## config.mk

```make
export PLATFORM = sky130hd
export DESIGN_NAME = dcache_assoc_ctrl_flat
export DESIGN_NICKNAME = d
export VERILOG_FILES = /design/src/rtl/dcache_assoc_ctrl_if.sv /design/src/rtl/dcache_assoc_ctrl.sv /design/src/flat_wrapper.sv
export SDC_FILE = /design/constraint.sdc
export NUM_CORES = 1
export LEC_CHECK = 0
export CORE_ASPECT_RATIO = 0.5
export CORE_MARGIN = 1
export CORE_UTILIZATION = 29
export DETAILED_ROUTE_END_ITERATION = 10
export DONT_BUFFER_PORTS = 1
export SYNTH_ARGS = -nofsm -noshare
export SYNTH_HDL_FRONTEND = slang
export SYNTH_SLANG_ARGS = --single-unit
```

## constraint.sdc

```tcl
create_clock -name CLK -period 6.5 [get_ports CLK]
set_input_delay 1.3 -clock CLK [delete_from_list [all_inputs] [get_ports CLK]]
set_output_delay 1.3 -clock CLK [all_outputs]
set_load 0.005 [all_outputs]
```

## src/rtl/dcache_assoc_ctrl_if.sv

```systemverilog
// dcache_assoc_ctrl_if: datapath request and memory-side handshake bundle for the cache controller
interface dcache_assoc_ctrl_if #(
  parameter int WAYS  = 4,
  parameter int SETS  = 8,
  parameter int TAG_W = 26
);
  localparam int WAY_W = $clog2(WAYS);
  localparam int IDX_W = $clog2(SETS);
  logic             halt;
  logic             dmemREN;
  logic             dmemWEN;
  logic [IDX_W-1:0] index;
  logic [TAG_W-1:0] tagbits;
  logic             hit;
  logic             miss;
  logic [WAY_W-1:0] hit_way;
  logic             WENcache;
  logic             wb_req;
  logic [TAG_W-1:0] wb_tag;
  logic             fill_req;
  logic [IDX_W-1:0] busy_idx;
  logic [WAY_W-1:0] busy_way;
  logic             mem_done;
  // master: datapath plus memory side driving requests and completions
  modport master (
    output halt, dmemREN, dmemWEN, index, tagbits, mem_done,
    input  hit, miss, hit_way, WENcache, wb_req, wb_tag, fill_req, busy_idx, busy_way
  );
  // slave: the lookup/replacement controller
  modport slave (
    input  halt, dmemREN, dmemWEN, index, tagbits, mem_done,
    output hit, miss, hit_way, WENcache, wb_req, wb_tag, fill_req, busy_idx, busy_way
  );
endinterface

```

## src/rtl/dcache_assoc_ctrl.sv

```systemverilog
// dcache_assoc_ctrl: N-way set-associative tag/valid/dirty/true-LRU controller with writeback->fill miss sequencing
module dcache_assoc_ctrl #(
  parameter int WAYS  = 4,
  parameter int SETS  = 8,
  parameter int TAG_W = 26
) (
  input logic               CLK,
  input logic               RST,
  dcache_assoc_ctrl_if.slave bus
);
  localparam int AGE_W = $clog2(WAYS);
  localparam int WAY_W = AGE_W;
  localparam int IDX_W = $clog2(SETS);
  typedef logic [WAYS-1:0][AGE_W-1:0] ages_t;
  typedef enum logic [1:0] {IDLE, WB, FILL, DONE} state_t;
  state_t           state;
  logic [TAG_W-1:0] tag [SETS][WAYS];
  logic [WAYS-1:0]  valid [SETS];
  logic [WAYS-1:0]  dirty [SETS];
  ages_t            age [SETS];
  logic [TAG_W-1:0] req_tag;
  logic             req, wr, match, inv_any;
  logic [WAY_W-1:0] match_way, inv_way, lru_way, victim;
  logic [IDX_W-1:0] idx;
  // Promote way w to MRU; only ways younger than it age, so ages stay a permutation
  function automatic ages_t touch(input ages_t a, input logic [WAY_W-1:0] w);
    touch = a;
    for (int v = 0; v < WAYS; v++)
      if (a[v] < a[w]) touch[v] = a[v] + 1'b1;
    touch[w] = '0;
  endfunction
  assign idx          = bus.index;
  assign bus.hit      = req & match;
  assign bus.miss     = req & !match;
  assign bus.hit_way  = (req & match) ? match_way : '0;
  assign bus.WENcache = req & match & wr;
  // Lookup: lowest matching way, lowest invalid way and the oldest way of the addressed set
  always_comb begin
    req       = (bus.dmemREN | bus.dmemWEN) & !bus.halt & (state == IDLE);
    wr        = bus.dmemWEN & !bus.dmemREN;
    match     = 1'b0;
    match_way = '0;
    inv_any   = 1'b0;
    inv_way   = '0;
    lru_way   = '0;
    for (int w = WAYS - 1; w >= 0; w--) begin
      if (valid[idx][w] && tag[idx][w] == bus.tagbits) begin
        match     = 1'b1;
        match_way = WAY_W'(w);
      end
      if (!valid[idx][w]) begin
        inv_any = 1'b1;
        inv_way = WAY_W'(w);
      end
      if (age[idx][w] == AGE_W'(WAYS - 1)) lru_way = WAY_W'(w);
    end
    victim = inv_any ? inv_way : lru_way;
  end
  // Hit bookkeeping and the single outstanding miss sequence IDLE->(WB)->FILL->DONE
  always_ff @(posedge CLK) begin
    if (RST) begin
      state        <= IDLE;
      bus.wb_req   <= 1'b0;
      bus.fill_req <= 1'b0;
      bus.wb_tag   <= '0;
      bus.busy_idx <= '0;
      bus.busy_way <= '0;
      req_tag      <= '0;
      for (int s = 0; s < SETS; s++) begin
        valid[s] <= '0;
        dirty[s] <= '0;
        for (int w = 0; w < WAYS; w++) age[s][w] <= AGE_W'(w);
      end
    end else begin
      case (state)
        IDLE: begin
          if (req && match) begin
            age[idx] <= touch(age[idx], match_way);
            if (wr) dirty[idx][match_way] <= 1'b1;
          end else if (req) begin
            bus.busy_idx <= idx;
            bus.busy_way <= victim;
            req_tag      <= bus.tagbits;
            if (valid[idx][victim] && dirty[idx][victim]) begin
              state      <= WB;
              bus.wb_req <= 1'b1;
              bus.wb_tag <= tag[idx][victim];
            end else begin
              state        <= FILL;
              bus.fill_req <= 1'b1;
            end
          end
        end
        WB: if (bus.mem_done) begin
          dirty[bus.busy_idx][bus.busy_way] <= 1'b0;
          bus.wb_req   <= 1'b0;
          bus.fill_req <= 1'b1;
          state        <= FILL;
        end
        FILL: if (bus.mem_done) begin
          tag[bus.busy_idx][bus.busy_way]   <= req_tag;
          valid[bus.busy_idx][bus.busy_way] <= 1'b1;
          dirty[bus.busy_idx][bus.busy_way] <= 1'b0;
          age[bus.busy_idx]                 <= touch(age[bus.busy_idx], bus.busy_way);
          bus.fill_req <= 1'b0;
          state        <= DONE;
        end
        default: state <= IDLE;
      endcase
    end
  end
endmodule

```

## src/flat_wrapper.sv

```systemverilog
// flat-port wrapper written by rule: the top's interface ports become plain ports
module dcache_assoc_ctrl_flat 
#(
  parameter int WAYS  = 4,
  parameter int SETS  = 8,
  parameter int TAG_W = 26
)
  (CLK, RST, bus_halt, bus_dmemREN, bus_dmemWEN, bus_index, bus_tagbits, bus_mem_done, bus_hit, bus_miss, bus_hit_way, bus_WENcache, bus_wb_req, bus_wb_tag, bus_fill_req, bus_busy_idx, bus_busy_way);
  dcache_assoc_ctrl_if #(.WAYS(WAYS), .SETS(SETS), .TAG_W(TAG_W)) bus_i ();
  input logic CLK;
  input logic RST;
  input wire logic [$bits(bus_i.halt)-1:0] bus_halt;
  input wire logic [$bits(bus_i.dmemREN)-1:0] bus_dmemREN;
  input wire logic [$bits(bus_i.dmemWEN)-1:0] bus_dmemWEN;
  input wire logic [$bits(bus_i.index)-1:0] bus_index;
  input wire logic [$bits(bus_i.tagbits)-1:0] bus_tagbits;
  input wire logic [$bits(bus_i.mem_done)-1:0] bus_mem_done;
  output wire logic [$bits(bus_i.hit)-1:0] bus_hit;
  output wire logic [$bits(bus_i.miss)-1:0] bus_miss;
  output wire logic [$bits(bus_i.hit_way)-1:0] bus_hit_way;
  output wire logic [$bits(bus_i.WENcache)-1:0] bus_WENcache;
  output wire logic [$bits(bus_i.wb_req)-1:0] bus_wb_req;
  output wire logic [$bits(bus_i.wb_tag)-1:0] bus_wb_tag;
  output wire logic [$bits(bus_i.fill_req)-1:0] bus_fill_req;
  output wire logic [$bits(bus_i.busy_idx)-1:0] bus_busy_idx;
  output wire logic [$bits(bus_i.busy_way)-1:0] bus_busy_way;
  assign bus_i.halt = bus_halt;
  assign bus_i.dmemREN = bus_dmemREN;
  assign bus_i.dmemWEN = bus_dmemWEN;
  assign bus_i.index = bus_index;
  assign bus_i.tagbits = bus_tagbits;
  assign bus_i.mem_done = bus_mem_done;
  assign bus_hit = bus_i.hit;
  assign bus_miss = bus_i.miss;
  assign bus_hit_way = bus_i.hit_way;
  assign bus_WENcache = bus_i.WENcache;
  assign bus_wb_req = bus_i.wb_req;
  assign bus_wb_tag = bus_i.wb_tag;
  assign bus_fill_req = bus_i.fill_req;
  assign bus_busy_idx = bus_i.busy_idx;
  assign bus_busy_way = bus_i.busy_way;
  dcache_assoc_ctrl #(.WAYS(WAYS), .SETS(SETS), .TAG_W(TAG_W)) u_core (.CLK(CLK), .RST(RST), .bus(bus_i));
endmodule
```

==> results.sh <==
export IMPL_reg2regPathDepth=19
export IMPL_synthAdderAreaFrac=0.00457
export IMPL_die_x_microns=552
export IMPL_final_core_util=0.334
export IMPL_post_cts_buffers=0
export IMPL_syn_inst=2650
export IMPL_die_y_microns=277
export IMPL_hp_start="u_core.valid[6][1]"
export IMPL_wl_per_cell_microns=27.8
export IMPL_finalWirelength_microns=133000
export IMPL_max_slew_margin=0.110
export IMPL_synthesis_nets=2701
export IMPL_start_util=0.293
export IMPL_hold_class="reg2reg"
export IMPL_yosys_warnings=0
export IMPL_root_buffer="clkbuf_16"
export IMPL_synth_edff_count=928
export IMPL_synth_simple_gate_area_frac=0.0597
export IMPL_min_to="u_core.valid[6][1]"
export IMPL_synth_yosys_seq_area_share=0.680
export IMPL_firstDrtPassIters=6
export IMPL_num_rows=100
export IMPL_slew_violations=0
export IMPL_cts_hold_buf=0
export IMPL_hold_viol_final=0
export IMPL_synthMuxAreaShare=0.170
export IMPL_drtIter0Drc=3251
export IMPL_finalNetCount=2748
export IMPL_core_area_sq_um=149000
export IMPL_post_cts_resized=0
export IMPL_crit_required_ns=5.20
export IMPL_grt_usage=0.171
export IMPL_ir_worst_vdd_v=0.000222
export IMPL_cts_tree="done"
export IMPL_io_buffers=0
export IMPL_synthXorXnorAreaFrac=0.0196
export IMPL_hold_depth=1
export IMPL_overflow=0
export IMPL_synth_distinct_cells=79
export IMPL_tns_ns=-0.109
export IMPL_antenna_found_initial=1
export IMPL_ant_nets=0
export IMPL_numCtsBuffers=100
export IMPL_netlist_area_sq_um=43800
export IMPL_ys_ff_latch=1024
export IMPL_fin_worst_skew_ns=0.0398
export IMPL_hold_ws_ns=0.448
export IMPL_pre_cts_slack_ns=0.204
export IMPL_cts_buffer_depth=3
export IMPL_clk_latency_ns=0.70
export IMPL_power_mw=14.7
export IMPL_route_detailed_drc=0
export IMPL_setup_violations=3
export IMPL_cts_sinks=1024
export IMPL_worst_path_max_fanout=314
export IMPL_finalWorstSetupSlack_ns=-0.0524
export IMPL_avgSynthCellArea_sq_um=16.5
export IMPL_max_cap_violations=0
export IMPL_grt_max_degree=315
export IMPL_violations="negative setup slack"
export IMPL_synth_main_ff_cell="edfxtp_1"
export IMPL_routabilityCongestion=0.931
export IMPL_dp_final_hpwl_microns=83000
export IMPL_rsz0062_at_grt="no"
export IMPL_cts_clk_slew_worst_paths_ns=0.06
export IMPL_reg2reg_to="u_core.age[5][0]"
export IMPL_drive_gt1_frac=0.211
export IMPL_synth_compound_area_frac=0.0462
export IMPL_cp_end_kind="output port"
export IMPL_async_flop_share=0
export IMPL_r2r_slack_ns=1.24
export IMPL_grt_pass1_wl_microns=188000
export IMPL_htree_levels=3
export IMPL_viasPerCell=5.28
export IMPL_cp_arrival_ns=5.25
export IMPL_max_freq_ghz=0.153
export IMPL_worstMarginPinSlew_ns=1.34
export IMPL_start_kind="input port"
export IMPL_finalCritPeriodShare=1.01
export IMPL_synth_top_family_by_area="multiplexers"
export IMPL_fin_crit_ns=6.55
export IMPL_r2r_start="u_core.tag[2][43]"
export IMPL_io_pins=73
export IMPL_die_area_sq_um=153000
export IMPL_p_per_area_nw_per_um2=294
export IMPL_grt_pass1_vias=24802
export IMPL_leakagePower_nw=16.4
export IMPL_area_growth_pct=14.0
export IMPL_status="finished, violations left"
export IMPL_vias=25228
export IMPL_path_class="in2out"
[sequential cells by signal (all words and copies together) (netlist names), named ones only]
signal	cells
u_core.tag	832
u_core.age	64
u_core.dirty	32
u_core.valid	32
u_core.bus.wb_tag	26
u_core.req_tag	26
u_core.bus.busy_idx	3
u_core.bus.busy_way	2
u_core.state	2
u_core.bus.fill_req	1
u_core.bus.wb_req	1
[layout make-up]
cell class	count	area [sq um]
Fill cell	14322	99500
Sequential cell	1024	29800
Multi-Input combinational cell	1439	13400
Clock buffer	136	2740
Tap cell	1989	2490
Timing Repair Buffer	109	831
Clock inverter	53	591
Inverter	23	91.3
Antenna cell	2	5.00
[worst max-delay path: stages]
cell and delay [ns]:
mux4_2 0.64, mux2i_4 0.21, xnor2_1 0.22, nor4_1 0.62, nand4_1 0.56, or3_4 0.58, a21oi_1 0.15, nor3_1 0.08
buf_4 0.19, buf_4 0.13
[metrics by stage]
step	cells	instance area, sq um
floorplan	2650	43800
finish	4775	49900
CTS	4773	49900
global route	4773	49900
global placement	4584	46600
detailed placement	4584	46600
[cell families after synthesis]
logic type      Yosys count
mux                     494
fa+ha+maj                16
compound gates          289
simple gates            542
xor+xnor                 98
flops                  1024
buf+inv                 187
[worst max-delay path by stage]
stage                  from                     to  slack [ns]  depth (start not counted)
6_report       bus_index[1]         bus_hit_way[0]       -0.05                         10
5_1_grt        bus_index[2]           bus_WENcache        0.22                         12
4_1_cts        bus_index[2]         bus_hit_way[0]        0.35                         11
3_5_place_dp   bus_index[2]       u_core.age[5][0]        0.20                         20
3_3_place_gp   bus_index[2]       u_core.age[4][0]        0.20                         20
2_1_floorplan  bus_index[1]  u_core.bus.wb_tag[12]        0.18                         24
[synth_stat cells (16+ instances only)]
cell      count  area share
nand3_1      29      0.0033
nor2_1      205       0.018
clkbuf_1     73      0.0063
mux2i_1     224       0.051
a22oi_1      21      0.0036
nor2b_1      22      0.0031
nand2_1     105      0.0090
o22ai_1      33      0.0047
nor4_1       18      0.0026
xnor2_1      84       0.017
o21ai_0      52      0.0059
edfxtp_1    928        0.64
or3_1        16      0.0023
buf_1        16      0.0014
dfxtp_1      96       0.044
ha_1         16      0.0046
nor3_1       48      0.0055
mux4_2      191       0.098
a21oi_1      37      0.0042
inv_1        22      0.0019
nand4_1      24      0.0034
mux2_2       78       0.020
o21a_1       19      0.0033
buf_2        50      0.0057
a21o_1       35      0.0060
[report_power, final]
part | switching [mW] | total [mW] | internal, mW
clock | 2.57 | 5.91 | 3.34
sequential | 0.236 | 7.64 | 7.40
combinational | 0.669 | 1.12 | 0.454
total | 3.48 | 14.7 | 11.2
[metal layers]
| metal | routed length [microns] | vias up | global-route usage |
|---|---|---|---|
| met5 | 39 | - | 0 |
| met3 | 11400 | 205 | 0.0276 |
| met2 | 61400 | 1256 | 0.273 |
| met4 | 4240 | 4 | 0.0540 |
| met1 | 55700 | 13217 | 0.239 |
| li1 | - | 10546 | - |
[placed cells by master, fill, tap and decap left out, types with 35 or more instances in the layout]
cell type  netlist  layout
nand2_1        105     105
mux4_2         191     191
a21o_1          35      35
clkbuf_16        0     103
buf_4           15     108
dfxtp_1         96      96
nor2_1         205     173
mux2_2          78      78
o21ai_0         52      50
xnor2_1         84      84
mux2i_1        224     224
a21oi_1         37      37
edfxtp_1       928     928
nor3_1          48      48
No activity file was read; power rests on OpenSTA's default activity.
